--- src/rtl/traffic_sender_pkg.sv ---
// Shared testbench types for the PIFO traffic endpoints, plus LFSR tap selection.
package traffic_sender_pkg;

  typedef logic [7:0]  PacketPointer;
  typedef logic [7:0]  Priority;
  typedef logic [7:0]  InjectionRate;
  typedef logic [15:0] CounterSignal;

  typedef struct packed {
    InjectionRate injrate;
    InjectionRate injrate_seed;
    Priority      prio_seed;
    Priority      prio_mask;
    CounterSignal num_pkts;
  } TSConfig;

  typedef enum logic [1:0] {IDLE, INJECT, DONE} ts_state_e;

  // Maximal-length Fibonacci taps; bit i set means stage i feeds back.
  function automatic logic [15:0] lfsr_taps(input int unsigned n);
    case (n)
      4:       return 16'h000C;
      5:       return 16'h0014;
      6:       return 16'h0030;
      7:       return 16'h0060;
      8:       return 16'h00B8;
      12:      return 16'h0E08;
      16:      return 16'hB400;
      default: return 16'h00B8;
    endcase
  endfunction

endpackage

--- src/rtl/linear_feedback_shift_register.sv ---
// Fibonacci LFSR: loads its seed in reset, shifts one step per i__next.
module linear_feedback_shift_register
  import traffic_sender_pkg::*;
#(
  parameter int unsigned NUM_BITS = 8
) (
  input  logic                clk,
  input  logic                reset,
  input  logic                i__next,
  input  logic [NUM_BITS-1:0] i__seed,
  output logic [NUM_BITS-1:0] o__vector
);

  localparam logic [15:0]         TAPS_W = lfsr_taps(NUM_BITS);
  localparam logic [NUM_BITS-1:0] TAPS   = TAPS_W[NUM_BITS-1:0];

  logic feedback;
  assign feedback = ^(o__vector & TAPS);

  // A zero seed locks the register at zero; callers supply a nonzero seed.
  always_ff @(posedge clk) begin
    if (reset)        o__vector <= i__seed;
    else if (i__next) o__vector <= {o__vector[NUM_BITS-2:0], feedback};
  end

endmodule

--- src/rtl/traffic_sender.sv ---
// Bernoulli traffic source feeding the PIFO enqueue port through a
// one-entry pending register under a ready handshake.
module traffic_sender
  import traffic_sender_pkg::*;
(
  input  logic         clk,
  input  logic         reset,
  input  TSConfig      i__config,
  input  logic         i__inject_phase,
  input  logic         i__pifo_ready,
  output logic         o__enqueue,
  output PacketPointer o__packet_pointer,
  output Priority      o__packet_priority,
  output CounterSignal o__num_pkts_sent,
  output logic         o__done
);

  ts_state_e    state, state_nxt;
  logic         pend_valid;
  CounterSignal gen_count;
  InjectionRate draw;
  Priority      prio_rnd;
  logic         slot_free, draw_en, hit, gen_pkt, all_out;

  assign o__enqueue = pend_valid && i__pifo_ready;
  assign slot_free  = !pend_valid || o__enqueue;
  assign draw_en    = (state == INJECT) && slot_free;
  assign hit        = (draw < i__config.injrate) || (&i__config.injrate);
  assign gen_pkt    = draw_en && hit && (gen_count < i__config.num_pkts);
  // Also true in the cycle the final packet leaves the pending register.
  assign all_out    = (gen_count == i__config.num_pkts) && slot_free;

  linear_feedback_shift_register #(.NUM_BITS($bits(InjectionRate))) u_inj_lfsr (
    .clk       (clk),
    .reset     (reset),
    .i__next   (draw_en),
    .i__seed   (i__config.injrate_seed),
    .o__vector (draw)
  );

  linear_feedback_shift_register #(.NUM_BITS($bits(Priority))) u_prio_lfsr (
    .clk       (clk),
    .reset     (reset),
    .i__next   (gen_pkt),
    .i__seed   (i__config.prio_seed),
    .o__vector (prio_rnd)
  );

  always_comb begin
    state_nxt = state;
    case (state)
      IDLE:
        if (i__inject_phase)
          state_nxt = (i__config.num_pkts == '0) ? DONE : INJECT;
      INJECT:
        if (all_out)               state_nxt = DONE;
        else if (!i__inject_phase) state_nxt = IDLE;
      DONE:    state_nxt = DONE;
      default: state_nxt = IDLE;
    endcase
  end

  always_ff @(posedge clk) begin
    if (reset) begin
      state              <= IDLE;
      pend_valid         <= 1'b0;
      gen_count          <= '0;
      o__packet_pointer  <= '0;
      o__packet_priority <= '0;
      o__num_pkts_sent   <= '0;
      o__done            <= 1'b0;
    end else begin
      state   <= state_nxt;
      o__done <= (state == DONE);
      // A same-cycle generate overwrites the slot being enqueued.
      if (gen_pkt) begin
        pend_valid         <= 1'b1;
        o__packet_pointer  <= PacketPointer'(gen_count);
        o__packet_priority <= prio_rnd & i__config.prio_mask;
        gen_count          <= gen_count + CounterSignal'(1);
      end else if (o__enqueue) begin
        pend_valid <= 1'b0;
      end
      if (o__enqueue) o__num_pkts_sent <= o__num_pkts_sent + CounterSignal'(1);
    end
  end

endmodule

--- config.mk ---
export PLATFORM = sky130hd
export DESIGN_NAME = traffic_sender
export DESIGN_NICKNAME = d
export VERILOG_FILES = /design/src/rtl/traffic_sender_pkg.sv /design/src/rtl/linear_feedback_shift_register.sv /design/src/rtl/traffic_sender.sv
export SDC_FILE = /design/constraint.sdc
export NUM_CORES = 1
export LEC_CHECK = 0
export CAP_MARGIN = 5
export CELL_PAD_IN_SITES_DETAIL_PLACEMENT = 0
export CELL_PAD_IN_SITES_GLOBAL_PLACEMENT = 1
export CORE_ASPECT_RATIO = 1.25
export CORE_MARGIN = 2
export CORE_UTILIZATION = 30
export DETAILED_ROUTE_END_ITERATION = 7
export GPL_TIMING_DRIVEN = 0
export PLACE_DENSITY = 0.77
export SLEW_MARGIN = 10
export SYNTH_ARGS = -nofsm -noshare
export SYNTH_HDL_FRONTEND = slang
export SYNTH_SLANG_ARGS = --single-unit
--- constraint.sdc ---
create_clock -name clk -period 3.3 [get_ports clk]
set_clock_uncertainty 0.15 [all_clocks]
set_input_delay 0.66 -clock clk [delete_from_list [all_inputs] [get_ports clk]]
set_output_delay 0.66 -clock clk [all_outputs]
set_load 0.005 [all_outputs]
## Word level (Yosys, flattened, before mapping)

Cells that the tools add are included.

| cells by class | value |
|---|---|
| bitwise operators | 1 |
| reductions and logical operators | 17 |
| mux-type cells | 11 |
| equality and inequality tests | 5 |
| $lt $le $gt $ge | 2 |
| add/subtract/negate cells | 2 |

Operators with widths:

| operator | count |
|---|---|
| adder 16 x 1 -> 16 bit, second input constant | 2 |
| 2-to-1 mux 8 bit | 4 |
| equality test 16 bit | 1 |
| zero test 16 bit | 1 |
| < comparator 16 bit | 1 |
| XOR reduction 8 bit | 2 |
| AND 8 bit | 1 |
| < comparator 8 bit | 1 |
| 2-to-1 mux 2 bit | 4 |
| AND reduction 8 bit | 1 |
| case mux 2 bit (3 select lines) | 1 |
| nonzero test 2 bit | 3 |
| logical AND 1 bit | 5 |
| inequality test 3 bit, second input constant | 1 |
| equality test 2 x 1 -> 1 bit, second input constant | 1 |
| equality test 2 bit, second input constant | 1 |
| zero test 2 bit | 1 |
| logical OR 1 bit | 2 |
| 2-to-1 mux 1 bit | 2 |
| inequality test 2 bit, second input constant | 1 |
| AND reduction 2 bit | 1 |
| zero test 1 bit | 1 |

| storage, ports and cells | value |
|---|---|
| bits in registers | 68 |
| logic and storage cells | 47 |

## Longest topological paths before layout

Gate-level depths: netlist of run 1.

| depth | value |
|---|---|
| depth after elaboration | 7 |
| mapped depth | 10 |

## By module

A second synthesis of run 1 with hierarchy kept.

| unflattened totals | value |
|---|---|
| cells, all modules | 406 |
| area total of the unflattened synthesis | 3652.3 µm² |

By module, submodules not included:

| module | instances | area each (µm²) | cells each | seq. area each (µm²) |
|---|---|---|---|---|
| traffic_sender | 1 | 2909.0 | 362 | 1041.0 |
| linear_feedback_shift_register | 2 | 371.6 | 22 | 240.2 |

## Worst setup path before layout of run 1

No wires, ideal clock.

| timing | value |
|---|---|
| path type | input to register |
| start point | in i__config[13] (netlist name) |
| end point | reg gen_count[10] |
| data arrival time | 2.658 ns |
| slack | 0.421 ns |
| path buffers | 1 |
| data required time | 3.079 ns |
| stages | 9 |
| cell sequence | inv_1 -> ha_1 -> a21o_1 -> a21o_1 -> a22oi_2 -> or4b_4 -> buf_6 -> or4_1 -> a21oi_1 |

| between the ends | value |
|---|---|
| word-level cells in the longest chain between the ends | 2 |

Ends and longest elaborated chain:

| what | line | RTL |
|---|---|---|
| start: declaration | traffic_sender.sv:8 | `input TSConfig i__config,` |
| < comparator 16 bit | traffic_sender.sv:29 | `assign gen_pkt = draw_en && hit && (gen_count < i__config.num_pkts);` |
| logical AND 1 bit | traffic_sender.sv:29 |  |
| end signal: assignment | traffic_sender.sv:80 | `gen_count <= gen_count + CounterSignal'(1);` |
| end: declaration | traffic_sender.sv:20 | `CounterSignal gen_count;` |

No other way between the ends.
A chain may end at the register's enable or synchronous reset.

## Worst setup path after layout of run 1

| timing | value |
|---|---|
| start point | in i__config[11] (netlist name) |
| end point | reg gen_count[9] |

Same word-level chain as after synthesis.

==> results.json, run 1 <==
{
  "status": "finished, final reports clean",
  "nNetsFinal": 561,
  "finalInstanceArea_um2": 5110,
  "clock_sinks": 68,
  "crit_path_start_kind": "primary input",
  "ys_warn_count": 0,
  "drv_cap": 0,
  "dp_cells": 634,
  "routed-via-count": 3315,
  "min_period_ns": 3.25,
  "holdCritPathClass": "reg2reg",
  "firstDrtPassIters": 4,
  "die_area_um2": 12900,
  "finalWirelength_um": 10300,
  "setup_viol": 0,
  "irDropWorstVdd_uv": 259,
  "clock_latency_ns": 0.33,
  "netlist.area_leader.share": 0.288,
  "crit_path_cell_trace": "clkdlybuf4s50_1 > inv_1 > ha_1 > nand4_1 > nor4_4 > a21boi_2 > or4b_4 > buf_6 > or4_1 > a21oi_2",
  "grt_pass1_vias": 3279,
  "p_per_area_nw_per_um2": 440,
  "grt_first_pass_wirelength_um": 16200,
  "relSlewSlack": 0.583,
  "overflow": 0,
  "drt_iter0_drc": 100,
  "worst_ep_required_time_ns": 3.41,
  "root_buffer": "clkbuf_16",
  "pin_count": 86,
  "leakagePower_nw": 1.91,
  "synth_cell_types": 45,
  "finalNonFillerCells": 650,
  "tightest_slew_ns": 0.626,
  "via_per_inst": 5.10,
  "ys.flop_type": "dfxtp_1",
  "antenna_found_initial": 0,
  "die_w_um": 102,
  "core_area_um2": 11700,
  "syn_area_per_cell_um2": 9.28,
  "ys_seq_area_frac": 0.422,
  "final_max_slew_viol_count": 0,
  "hpwl_um": 7640,
  "slowest_delay_ns": 0.58,
  "placed_area_um2": 4650,
  "port_buffers": 84,
  "syn_to_final_growth_pct": 41.7,
  "tritoncts": "built",
  "crit_path_top_delay_cell": "or4b_4",
  "cts_buffer_depth": 2,
  "synth_edf_count": 16,
  "ys_ff_latch": 68,
  "layout-drive-gt1-share": 0.135,
  "diodes": 0,
  "fill_cells": 1174,
  "multiInputGateArea_um2": 2040,
  "die_y_um": 127,
  "worstPathMaxFanout": 6,
  "grt_start_max_net_pins": 14,
  "cts.clk_slew.worst_paths_ns": 0.06,
  "h-tree-depth": 3,
  "seq_area_um2": 1520,
  "rsz0062_at_grt": "yes",
  "drc_errors": 0,
  "numCtsBuffers": 9,
  "num_rows": 44,
  "drtAntennaViolNets": 0,
  "cts_setup_buffers": 0,
  "end_kind": "flop",
  "ys_top_cells_by_area": "dfxtp_1 (29%), edfxtp_1 (13%), ha_1 (8.7%)",
  "worstPathArrival_ns": 3.35,
  "syn_nets": 466,
  "hold_viol_final": 0,
  "synth_top_area_cell": "dfxtp_1",
  "gp_congestion": 0.788,
  "wire_per_inst_um": 15.8,
  "syn-cell-area_um2": 3610,
  "fmax_mhz": 308,
  "netlist_instances": 389,
  "ctsHoldBuffers": 0,
  "initial_core_util": 0.309,
  "worstSetupPathType": "in2reg",
  "final.period_utilization": 0.983,
  "async_flop_share": 0,
  "grt_use_total": 0.160,
  "finalPower_mw": 2.25
}
## synth_stat cells (5+ instances only)
cell type / number
dfxtp_1: 52
a21oi_1: 29
nand2_1: 26
ha_1: 25
nor2_1: 24
inv_1: 23
nand4_1: 23
o21ai_0: 19
edfxtp_1: 16
mux2_2: 14
clkbuf_1: 13
nand3_1: 11
xor2_1: 10
nor3_1: 9
xnor2_1: 9
or4_1: 8
and3_1: 7
nor4_1: 7
o31ai_1: 7
a31o_2: 6
and4_1: 5
## final timing paths
kind | startpoint | endpoint | slack [ns] | depth (start not counted)
max | i__config[11] | gen_count[9] | 0.05 | 10
min reg2reg | o__packet_priority[3] | o__packet_priority[3] | 0.32 | 2
max reg2reg | gen_count[1] | gen_count[9] | 0.38 | 8
min | o__packet_priority[3] | o__packet_priority[3] | 0.32 | 2
## kinds of logic after synthesis
family / synth area share
mux: 0.0520
fa+ha+maj: 0.0867
compound gates: 0.137
flops: 0.422
xor+xnor: 0.0461
simple gates: 0.209
buf+inv: 0.0475
## sequential cells by signal, summed over array words and instances (netlist names)
name	cells
u_inj_lfsr.o__vector	8
o__packet_pointer	8
u_prio_lfsr.o__vector	8
o__num_pkts_sent	16
o__done	1
gen_count	16
state	2
pend_valid	1
o__packet_priority	8
## layout make-up
class,count,share of cell area
plain buffers,18,0.0169
inverters,24,0.0176
well taps,161,0.0394
flip-flops and latches,68,0.298
clock inverters,7,0.0193
clock buffers,9,0.0440
repair buffers,85,0.167
multi-input cells,278,0.398
## layout by cell type (no fill, tap or decap), types with 11 or more instances in the layout
master	netlist	final
nor2_1	24	24
dfxtp_1	52	52
nand4_1	23	23
inv_1	23	23
a21oi_1	29	28
mux2_2	14	14
nand2_1	26	24
ha_1	25	23
o21ai_0	19	18
clkdlybuf4s50_1	0	83
nand3_1	11	11
edfxtp_1	16	16
## metal layers
metal | wire length [um] | track usage | vias to the layer above
met4 | 232 | 0.0588 | 0
met5 | 0 | 0 | -
li1 | - | - | 1635
met2 | 5260 | 0.276 | 77
met1 | 4190 | 0.188 | 1587
met3 | 603 | 0.0419 | 16
## per-stage QoR
step / hold slack, ns / worst slack, ns / setup TNS (ns) / utilization
floorplan: 0.300 / 0.421 / 0 / -
global placement: 0.310 / -0.536 / -13.82 / 0.398
detailed placement: 0.317 / -0.538 / -14.13 / 0.398
CTS: 0.325 / -0.0107 / -0.0107 / 0.427
global route: 0.356 / -0.0355 / -0.157 / 0.438
finish: 0.324 / 0.0547 / 0 / 0.438
## report_power, final
part	internal [mW]	switching, mW
Combinational	0.139	0.155
Sequential	0.890	0.0224
Clock	0.666	0.376
Total	1.70	0.554
## worst max-delay path: cells and delay by family
kind | cells | cell delay (ns)
buffers and inverters | 3 | 0.69
AO/OA/AOI/OAI | 2 | 0.33
AND/OR/NAND/NOR | 4 | 1.35
adder cells (fa/ha/maj) | 1 | 0.32
## timing repair
action,4_1_cts,5_1_grt
cloned,0,1
gates resized for setup,6,29
endpoints found under the setup margin,20,40
pin swaps,0,4
Note: power is estimated with default switching activity, not from simulation.
==> inputs of run 2 (changes only) <==
GPL_ROUTABILITY_DRIVEN = 0   (was unset)
==> results of run 2 <==
Final layout, timing and power as in run 1 (identical DEF).
==> inputs of run 3 (changes only) <==
CAP_MARGIN = unset   (was 5)
clock period = 4.1 ns   (was 3.3 ns; I/O delays follow)
==> results.json, run 3 (same netlist as run 1, synthesis figures left out) <==
{
  "multiInputGateArea_um2": 1920,
  "reg.largest.list": "gen_count x16, o__num_pkts_sent x16",
  "root_buffer": "clkbuf_16",
  "min_period_ns": 3.62,
  "clock_latency_ns": 0.33,
  "layout-drive-gt1-share": 0.0900,
  "leakagePower_nw": 1.85,
  "layout_commonest_cell": "clkdlybuf4s50_1",
  "h-tree-depth": 3,
  "grt_first_pass_wirelength_um": 16200,
  "finalWirelength_um": 10100,
  "mostFrequentLayoutCells": "clkdlybuf4s50_1 (84), dfxtp_1 (52), a21oi_1 (29)",
  "drc_errors": 0,
  "crit_path_start_kind": "primary input",
  "die_y_um": 127,
  "routed-via-count": 3293,
  "hpwl_um": 7640,
  "firstDrtPassIters": 4,
  "nNetsFinal": 561,
  "cts_setup_buffers": 0,
  "cp_common_cell": "nand2_1",
  "post_cts_resized": 0,
  "worstPathArrival_ns": 3.46,
  "die_area_um2": 12900,
  "drt_iter0_drc": 133,
  "worstPathMaxFanout": 8,
  "slowest_delay_ns": 0.47,
  "grt_use_total": 0.159,
  "tightest_slew_ns": 0.686,
  "overflow": 0,
  "port_buffers": 84,
  "drtAntennaViolNets": 0,
  "die_w_um": 102,
  "clock_sinks": 68,
  "pin_count": 86,
  "wire_per_inst_um": 15.6,
  "num_rows": 44,
  "tritoncts": "built",
  "numCtsBuffers": 9,
  "holdCritPathClass": "reg2reg",
  "cts_buffer_depth": 2,
  "cts.clk_slew.worst_paths_ns": 0.05,
  "met2_usage": 0.277,
  "crit_path_cell_trace": "clkdlybuf4s50_1 > inv_1 > ha_1 > and3_1 > a221oi_1 > o32a_1 > and2_1 > clkbuf_1 > nand2_1 > nand2_1",
  "p_switching_uw": 439,
  "seq_area_um2": 1520,
  "hold_viol_final": 0,
  "diodes": 0,
  "r2r_slack_ns": 1.01,
  "grt_pass1_vias": 3282,
  "status": "finished, final reports clean",
  "finalPower_mw": 1.80,
  "grt_use_met3": 0.0419,
  "grt_most_used_layer": "met2",
  "p_per_area_nw_per_um2": 362,
  "grt_start_max_net_pins": 14,
  "antenna_found_initial": 0,
  "relSlewSlack": 0.541,
  "drv_cap": 0,
  "via_per_inst": 5.07,
  "ctsHoldBuffers": 0,
  "final.period_utilization": 0.882,
  "p_int_mw": 1.36,
  "fmax_mhz": 276,
  "grtUsageMet1": 0.186,
  "syn_to_final_growth_pct": 37.9,
  "setup_viol": 0,
  "fill_cells": 1175,
  "setup_tns_ns": 0,
  "worstSetupPathType": "in2reg",
  "sw_frac_of_total": 0.244,
  "rsz0062_at_grt": "no",
  "final_max_slew_viol_count": 0,
  "combPwrFrac": 0.124,
  "initial_core_util": 0.309,
  "crit_path_top_delay_cell": "clkdlybuf4s50_1",
  "p_seq_frac": 0.408,
  "end_kind": "flop",
  "clock_power_share": 0.467,
  "fin_util": 0.426,
  "worst_ep_required_time_ns": 3.95,
  "core_area_um2": 11700,
  "irDropWorstVdd_uv": 212
}
-- run 3: cell types whose count changed in the layout (fill, tap and decap cells not counted), sizes merged --
| cell | before | now |
|---|---|---|
| buf | 9 | 6 |
| clkbuf | 19 | 22 |
| clkdlybuf4s50 | 83 | 84 |
| dlymetal6s2s | 1 | 0 |
-- run 3: path summary, 6_finish.rpt --
| path | depth (start not counted) | start | end |
|---|---|---|---|
| setup / recovery | 10 | i__config[47] | u_prio_lfsr.o__vector[4] |
| hold / removal | 2 | o__packet_priority[3] | o__packet_priority[3] |
| setup reg to reg | 7 | gen_count[1] | u_prio_lfsr.o__vector[4] |
| hold reg to reg | 2 | o__packet_priority[3] | o__packet_priority[3] |
-- run 3: stage by stage --
step	instance area (um2)	setup slack, ns	instances	hold slack (ns)
floorplan	3610	1.06	389	0.300
global placement	4650	0.104	634	0.310
detailed placement	4650	0.102	634	0.317
CTS	4970	0.436	650	0.325
global route	4970	0.253	650	0.356
finish	4970	0.482	650	0.327
-- run 3: cell type report --
type	instances	area share
timing repair buffer	84	0.169
clock inverter	7	0.0199
inverter	24	0.0181
tap	161	0.0405
multi-input combinational	278	0.385
sequential	68	0.306
buffer	19	0.0163
clock buffer	9	0.0453
-- run 3: routing by layer --
metal  up-vias  part of all wire
li1       1631                 -
met1      1572              0.41
met2        75              0.51
met3        15             0.058
met4         0             0.023
met5         -                 0
-- run 3: power by group through the flow --
stage	combinational [mW]	clock, mW	sequential, mW
floorplan	0.121	0	0.743
global placement	0.220	0	0.748
detailed placement	0.224	0	0.749
CTS	0.226	0.851	0.734
global route	0.247	0.882	0.737
finish	0.224	0.841	0.734
-- run 3: worst max-delay path: cells and delay by family --
family | cells | cell delay [ns]
AOI/OAI and AO/OA | 2 | 0.59
adders and majority gates | 1 | 0.29
buffers and inverters | 3 | 0.79
and+or+nand+nor | 4 | 0.97
